--- src/rtl/ex_muldiv_ctrl.sv ---
// ex_muldiv_ctrl: iterative radix-2 multiply/divide sequencer for the execute stage.
// Runs MUL/MULHU/DIVU/REMU one bit per cycle on a shared shift/add/subtract datapath.
// It holds the pipeline with stall, then emits a one-cycle done pulse with the
// result and the destination register.
// Build option: define MULDIV_DIV_EN to include the restoring divider. Without it,
// DIVU/REMU complete in one cycle with result=0 and err=1.
module ex_muldiv_ctrl #(
    parameter int unsigned DATA_W = 32,
    parameter int unsigned RD_W   = 5
) (
    input  logic              sys_clock,
    input  logic              reset_n,
    input  logic              start,
    input  logic [1:0]        op,
    input  logic [DATA_W-1:0] op_a,
    input  logic [DATA_W-1:0] op_b,
    input  logic [RD_W-1:0]   rd_in,
    input  logic              flush,
    output logic              stall,
    output logic              busy,
    output logic              done,
    output logic [DATA_W-1:0] result,
    output logic [RD_W-1:0]   rd_out,
    output logic              err
);

    localparam int unsigned CNT_W = $clog2(DATA_W) + 1;
    localparam int unsigned ACC_W = 2 * DATA_W;

    localparam logic [1:0] IDLE = 2'd0;
    localparam logic [1:0] RUN  = 2'd1;
    localparam logic [1:0] DONE = 2'd2;

    localparam logic [1:0] OP_MUL   = 2'b00;
    localparam logic [1:0] OP_MULHU = 2'b01;
    localparam logic [1:0] OP_DIVU  = 2'b10;
    localparam logic [1:0] OP_REMU  = 2'b11;

`ifdef MULDIV_DIV_EN
    localparam bit DIV_EN = 1'b1;
`else
    localparam bit DIV_EN = 1'b0;
`endif

    logic [1:0]        state;
    logic [1:0]        state_next;
    logic              accept;
    logic              early_done;

    logic [1:0]        op_q;
    logic [DATA_W-1:0] a_q;
    logic [DATA_W-1:0] b_q;
    logic [RD_W-1:0]   rd_q;
    logic [CNT_W-1:0]  cnt;
    logic [ACC_W-1:0]  acc;

    logic [ACC_W-1:0]  mul_acc;
    logic [DATA_W-1:0] rem_nxt;
    logic              q_bit;
    logic [DATA_W-1:0] a_nxt;
    logic [DATA_W-1:0] b_nxt;
    logic [ACC_W-1:0]  acc_nxt;
    logic [DATA_W-1:0] final_res;
    logic [DATA_W-1:0] early_res;

    // Pipeline hold: an op being accepted this cycle, or one in progress.
    assign stall = ((state == IDLE) && start && !flush) || (state == RUN);

    // State register.
    always_ff @(posedge sys_clock or negedge reset_n) begin
        if (!reset_n) begin
            state <= IDLE;
        end else begin
            state <= state_next;
        end
    end

    // Next-state logic; flush overrides everything, div-by-zero/unsupported ops skip RUN.
    always_comb begin
        state_next = state;
        accept     = 1'b0;
        early_done = 1'b0;
        if (flush) begin
            state_next = IDLE;
        end else begin
            case (state)
                IDLE: begin
                    if (start) begin
                        accept = 1'b1;
                        if (op[1] && (!DIV_EN || (op_b == '0))) begin
                            early_done = 1'b1;
                            state_next = DONE;
                        end else begin
                            state_next = RUN;
                        end
                    end
                end
                RUN: begin
                    if (cnt == CNT_W'(DATA_W - 1)) begin
                        state_next = DONE;
                    end
                end
                DONE:    state_next = IDLE;
                default: state_next = IDLE;
            endcase
        end
    end

    // Multiplier step: MSB-first shift-add of the multiplicand into the product.
    always_comb begin
        mul_acc = (acc << 1) + (b_q[DATA_W-1] ? ACC_W'(a_q) : '0);
    end

`ifdef MULDIV_DIV_EN
    logic [DATA_W:0]   div_shift;
    logic              div_borrow;
    logic [DATA_W-1:0] div_diff;

    // Restoring divider step: shift in the next dividend bit, subtract if no borrow.
    always_comb begin
        div_shift  = {acc[DATA_W-1:0], a_q[DATA_W-1]};
        div_borrow = (div_shift < {1'b0, b_q});
        div_diff   = div_shift[DATA_W-1:0] - b_q;
        rem_nxt    = div_borrow ? div_shift[DATA_W-1:0] : div_diff;
        q_bit      = ~div_borrow;
    end
`else
    // Divider absent: the divide path carries constants.
    always_comb begin
        rem_nxt = '0;
        q_bit   = 1'b0;
    end
`endif

    // Per-iteration register update and final result selection.
    always_comb begin
        a_nxt     = a_q;
        b_nxt     = b_q;
        acc_nxt   = acc;
        final_res = '0;
        if (op_q[1]) begin
            a_nxt   = {a_q[DATA_W-2:0], q_bit};
            acc_nxt = ACC_W'(rem_nxt);
        end else begin
            b_nxt   = b_q << 1;
            acc_nxt = mul_acc;
        end
        case (op_q)
            OP_MUL:   final_res = mul_acc[DATA_W-1:0];
            OP_MULHU: final_res = mul_acc[ACC_W-1:DATA_W];
            OP_DIVU:  final_res = a_nxt;
            OP_REMU:  final_res = rem_nxt;
            default:  final_res = '0;
        endcase
    end

    // One-cycle completion value: divide-by-zero convention or unsupported-op zero.
    always_comb begin
        early_res = '0;
        if (DIV_EN) begin
            early_res = op[0] ? op_a : '1;
        end
    end

    // Datapath and registered outputs.
    always_ff @(posedge sys_clock or negedge reset_n) begin
        if (!reset_n) begin
            op_q   <= '0;
            a_q    <= '0;
            b_q    <= '0;
            rd_q   <= '0;
            cnt    <= '0;
            acc    <= '0;
            busy   <= 1'b0;
            done   <= 1'b0;
            err    <= 1'b0;
            result <= '0;
            rd_out <= '0;
        end else begin
            busy <= (state_next != IDLE);
            done <= (state_next == DONE);
            if (accept) begin
                op_q <= op;
                a_q  <= op_a;
                b_q  <= op_b;
                rd_q <= rd_in;
                cnt  <= '0;
                acc  <= '0;
                if (early_done) begin
                    result <= early_res;
                    err    <= 1'b1;
                    rd_out <= rd_in;
                end
            end else if ((state == RUN) && !flush) begin
                a_q <= a_nxt;
                b_q <= b_nxt;
                acc <= acc_nxt;
                cnt <= cnt + CNT_W'(1);
                if (state_next == DONE) begin
                    result <= final_res;
                    err    <= 1'b0;
                    rd_out <= rd_q;
                end
            end
        end
    end

endmodule

--- config.mk ---
export PLATFORM = sky130hd
export DESIGN_NAME = ex_muldiv_ctrl
export DESIGN_NICKNAME = d
export VERILOG_FILES = /design/src/rtl/ex_muldiv_ctrl.sv
export SDC_FILE = /design/constraint.sdc
export NUM_CORES = 1
export LEC_CHECK = 0
export ABC_AREA = 1
export ABC_CLOCK_PERIOD_IN_PS = 3300
export CAP_MARGIN = 20
export CORE_MARGIN = 2
export CORE_UTILIZATION = 32
export CTS_CLUSTER_SIZE = 24
export DETAILED_ROUTE_END_ITERATION = 8
export DONT_BUFFER_PORTS = 1
export SYNTH_ARGS = -nofsm -noshare
export SYNTH_HDL_FRONTEND = slang
export SYNTH_SLANG_ARGS = --single-unit
--- constraint.sdc ---
create_clock -name sys_clock -period 3.3 [get_ports sys_clock]
set_input_delay 0.825 -clock sys_clock [delete_from_list [all_inputs] [get_ports sys_clock]]
set_output_delay 0.825 -clock sys_clock [all_outputs]
set_load 0.05 [all_outputs]
==> reports/qor.csv <==
stage,metric,value,unit
status,outcome,completed,
sta,finalSetupViolCount,0,
synth,syn_avg_cell_area,6.69,µm²
floorplan,rows,71,
power_and_ir_drop,p_per_area,496,nW/µm²
clock_tree,numClockSinks,182,
critical_path,cp.required,3.64,ns
place,port_buffers,0,
sta,hold_ws,0.0567,ns
clock_tree,cts_resized,0,
route,drc_errors,0,
place,gp_congestion,1.04,
synth,synth.distinct_cells,48,
clock_tree,clk_latency,0.46,ns
synth,synth_top_flop_cell,dfrtp_1,
sta,drv_slew,0,
global_routing,grtUsageTotal,25.0,%
power_and_ir_drop,power.total,6590,µW
route,viasPerCell,5.22,
sta,post-route-min-period,3.01,ns
floorplan,start_util,32.4,%
power_and_ir_drop,peakVddDrop,0.409,mV
critical_path,endpoint_kind,flip-flop,
critical_path,path_class,flip-flop to flip-flop,
clock_tree,clk_pin_slew,0.08,ns
place,place_inst,2288,
sta,min_period_over_period,91.3,%
job,maxCapViolCount,0,
critical_path,rr_endpoint,result[21],
synth,yosysTopAreaCellShare,37.5,%
synth,syn-cell-area,12100,µm²
floorplan,die_h,199,µm
critical_path,r2r_cells,17,
synth,synthCells,1813,
critical_path,startpoint,b_q[31],
synth,syn_nets,1921,
critical_path,crit_slowest_cell,fa_1,
layout,final_cell_mix,"nand2_1 (657), inv_1 (303), dfrtp_1 (182)",
global_routing,grt_max_degree,183,
sta,rsz0062_at_grt,false,
layout,layout_commonest_cell,nand2_1,
synth,synth_edf_count,0,
clock_tree,post_cts_buffers,0,
sta,finalHoldViolCount,0,
sta,fin_tns_setup,0,ns
synth,yosysSeqAreaShare,37.5,%
layout,synthToLayoutAreaGrowth,9.56,%
critical_path,crit_fanout,33,
global_routing,grt_overflow_total,0,
clock_tree,cts_tree,done,
global_routing,grt_antenna_before_repair,2,
critical_path,r2r_slack,0.29,ns
critical_path,worstPathCellList,buf_12 -> nand2_1 -> inv_1 -> ha_1 -> fa_1 -> nand3_1 -> nand3_1 -> nand3_1 -> nand3_1 -> nand2_1 -> nand2_1 -> xnor2_1 -> nand2_1 -> nand2_1 -> inv_1 -> nand2_1 -> nand2_1,
synth,netlist_top_cells_area,"dfrtp_1 (38%), nand2_1 (20%), inv_1 (9.4%), nand3_1 (4.5%), nor2_1 (3.8%)",
layout,antenna_cells,0,
route,finalWirelength,47.9,mm
clock_tree,root_buffer,clkbuf_16,
global_routing,grt_pass1_vias,11900,
layout,instances_no_fill,2319,
route,vias,12100,
synth,ys_async_sr_fraction,100,%
clock_tree,h-tree-depth,4,
layout,fin_nets,1904,
route,drtAntennaViolNets,0,
critical_path,critPathCapture,result[21],
clock_tree,clockBufferDepth,2,
floorplan,dieArea,39500,µm²
critical_path,r2r-start,b_q[31],
clock_tree,ctsHoldBuffers,0,
sta,skew,0.0192,ns
route,wl_per_cell,20.7,µm
layout,finalInstanceArea,13300,µm²
critical_path,worstSetupStartpointType,flip-flop,
clock_tree,cts_inserted_buffers,17,
floorplan,io_pins,116,
critical_path,cp_slowest_stage_delay,0.43,ns
synth,ys_seq_elements,182,
layout,fillers,4199,
synth,yosysWarnings,0,
sta,relSlewSlack,47.1,%
place,hpwl,37.3,mm
global_routing,grt_pass1_wl,73.0,mm
hold_path,min_path_type,primary input to asynchronous set/reset pin,
floorplan,core,37500,µm²
place,placed_area,12700,µm²
floorplan,dieWidth,199,µm
layout,drive_above_1_share,5.31,%
synth,synth_top_area_cell,dfrtp_1,
route,drt-initial-drc-count,1199,
critical_path,crit_top_cell,nand2_1,
power_and_ir_drop,leakagePower,0.00720,µW
sta,tightestPinTransition,0.793,ns
sta,max_freq,0.332,GHz
critical_path,worstPathArrival,3.35,ns
route,drt_first_pass_iters,6,
## registers in the layout (all words and copies together), names as in the netlist, 2 cells and up
register and count:
state 2, cnt 6, op_q 2, rd_out 5, result 32, rd_q 5, acc 63, b_q 32
a_q 32
## layout make-up
cell class	count	area, µm²	share of cell area [%]
multi-input cells	1262	6160	46.3
repair buffers	23	198	1.49
well taps	511	639	4.81
clock buffers	20	467	3.51
flip-flops and latches	182	4550	34.3
inverters	310	1170	8.77
clock inverters	11	114	0.856
## critical path: cells and delay by family, from the launching register on
kind,cells,cell delay (ns)
buffers and inverters,3,0.26
adders and majority gates,2,0.67
and+or+nand+nor,11,1.30
DFF,1,0.40
xor gates and xnor gates,1,0.26
## how the worst min path moves through the flow
stage               startpoint       to  slack [ns]  cells past startpoint
floorplan              rd_q[4]  rd_q[4]        0.44                      2
global placement       rd_q[4]  rd_q[4]        0.46                      2
detailed placement     rd_q[4]  rd_q[4]        0.46                      2
CTS                    reset_n  acc[54]        0.05                      0
global route           reset_n  acc[16]        0.05                      0
finish                 reset_n  acc[16]        0.06                      0
## metrics by stage
| step | util [%] | setup slack [ns] |
|---|---|---|
| after floorplan | - | 0.824 |
| after global placement | 33.9 | 0.227 |
| after detailed placement | 33.9 | 0.352 |
| after CTS | 35.5 | 0.324 |
| after global routing | 35.5 | 0.103 |
| final | 35.5 | 0.287 |
## where the power goes
group	total, µW	switching [µW]	internal, µW
Sequential	2860	375	2490
Combinational	1590	1090	502
Clock	2140	1020	1120
## Yosys cell counts (10+ instances only)
cell and instances:
a21oi_1 47, buf_2 16, clkbuf_1 39, dfrtp_1 182, ha_1 32, inv_1 305, nand2_1 657, nand2_2 10
nand3_1 109, nand4_1 14, nor2_1 123, nor3_1 16, o21ai_0 78, o221ai_1 38, o22ai_1 38, xnor2_1 18
## routing by layer
| metal | vias to the layer above | wire (µm) | track usage (%) |
|---|---|---|---|
| li1 | 5696 | - | - |
| met1 | 5809 | 21300 | 34.5 |
| met2 | 519 | 20900 | 38.2 |
| met3 | 89 | 3800 | 5.10 |
| met4 | 2 | 1880 | 10.5 |
| met5 | - | 18 | 0 |
## kinds of logic (layout without fill, tap and decap cells)
group,count (synthesis),in the layout,share of synthesized area [%]
AO/OA/AOI/OAI,242,242,12.5
adder cells (fa/ha/maj),33,33,3.46
AND/OR/NAND/NOR,964,964,33.0
XOR/XNOR,23,23,1.66
buffers and inverters,369,364,11.8
flip-flops,182,182,37.5
(Power assumes the default switching activity.)
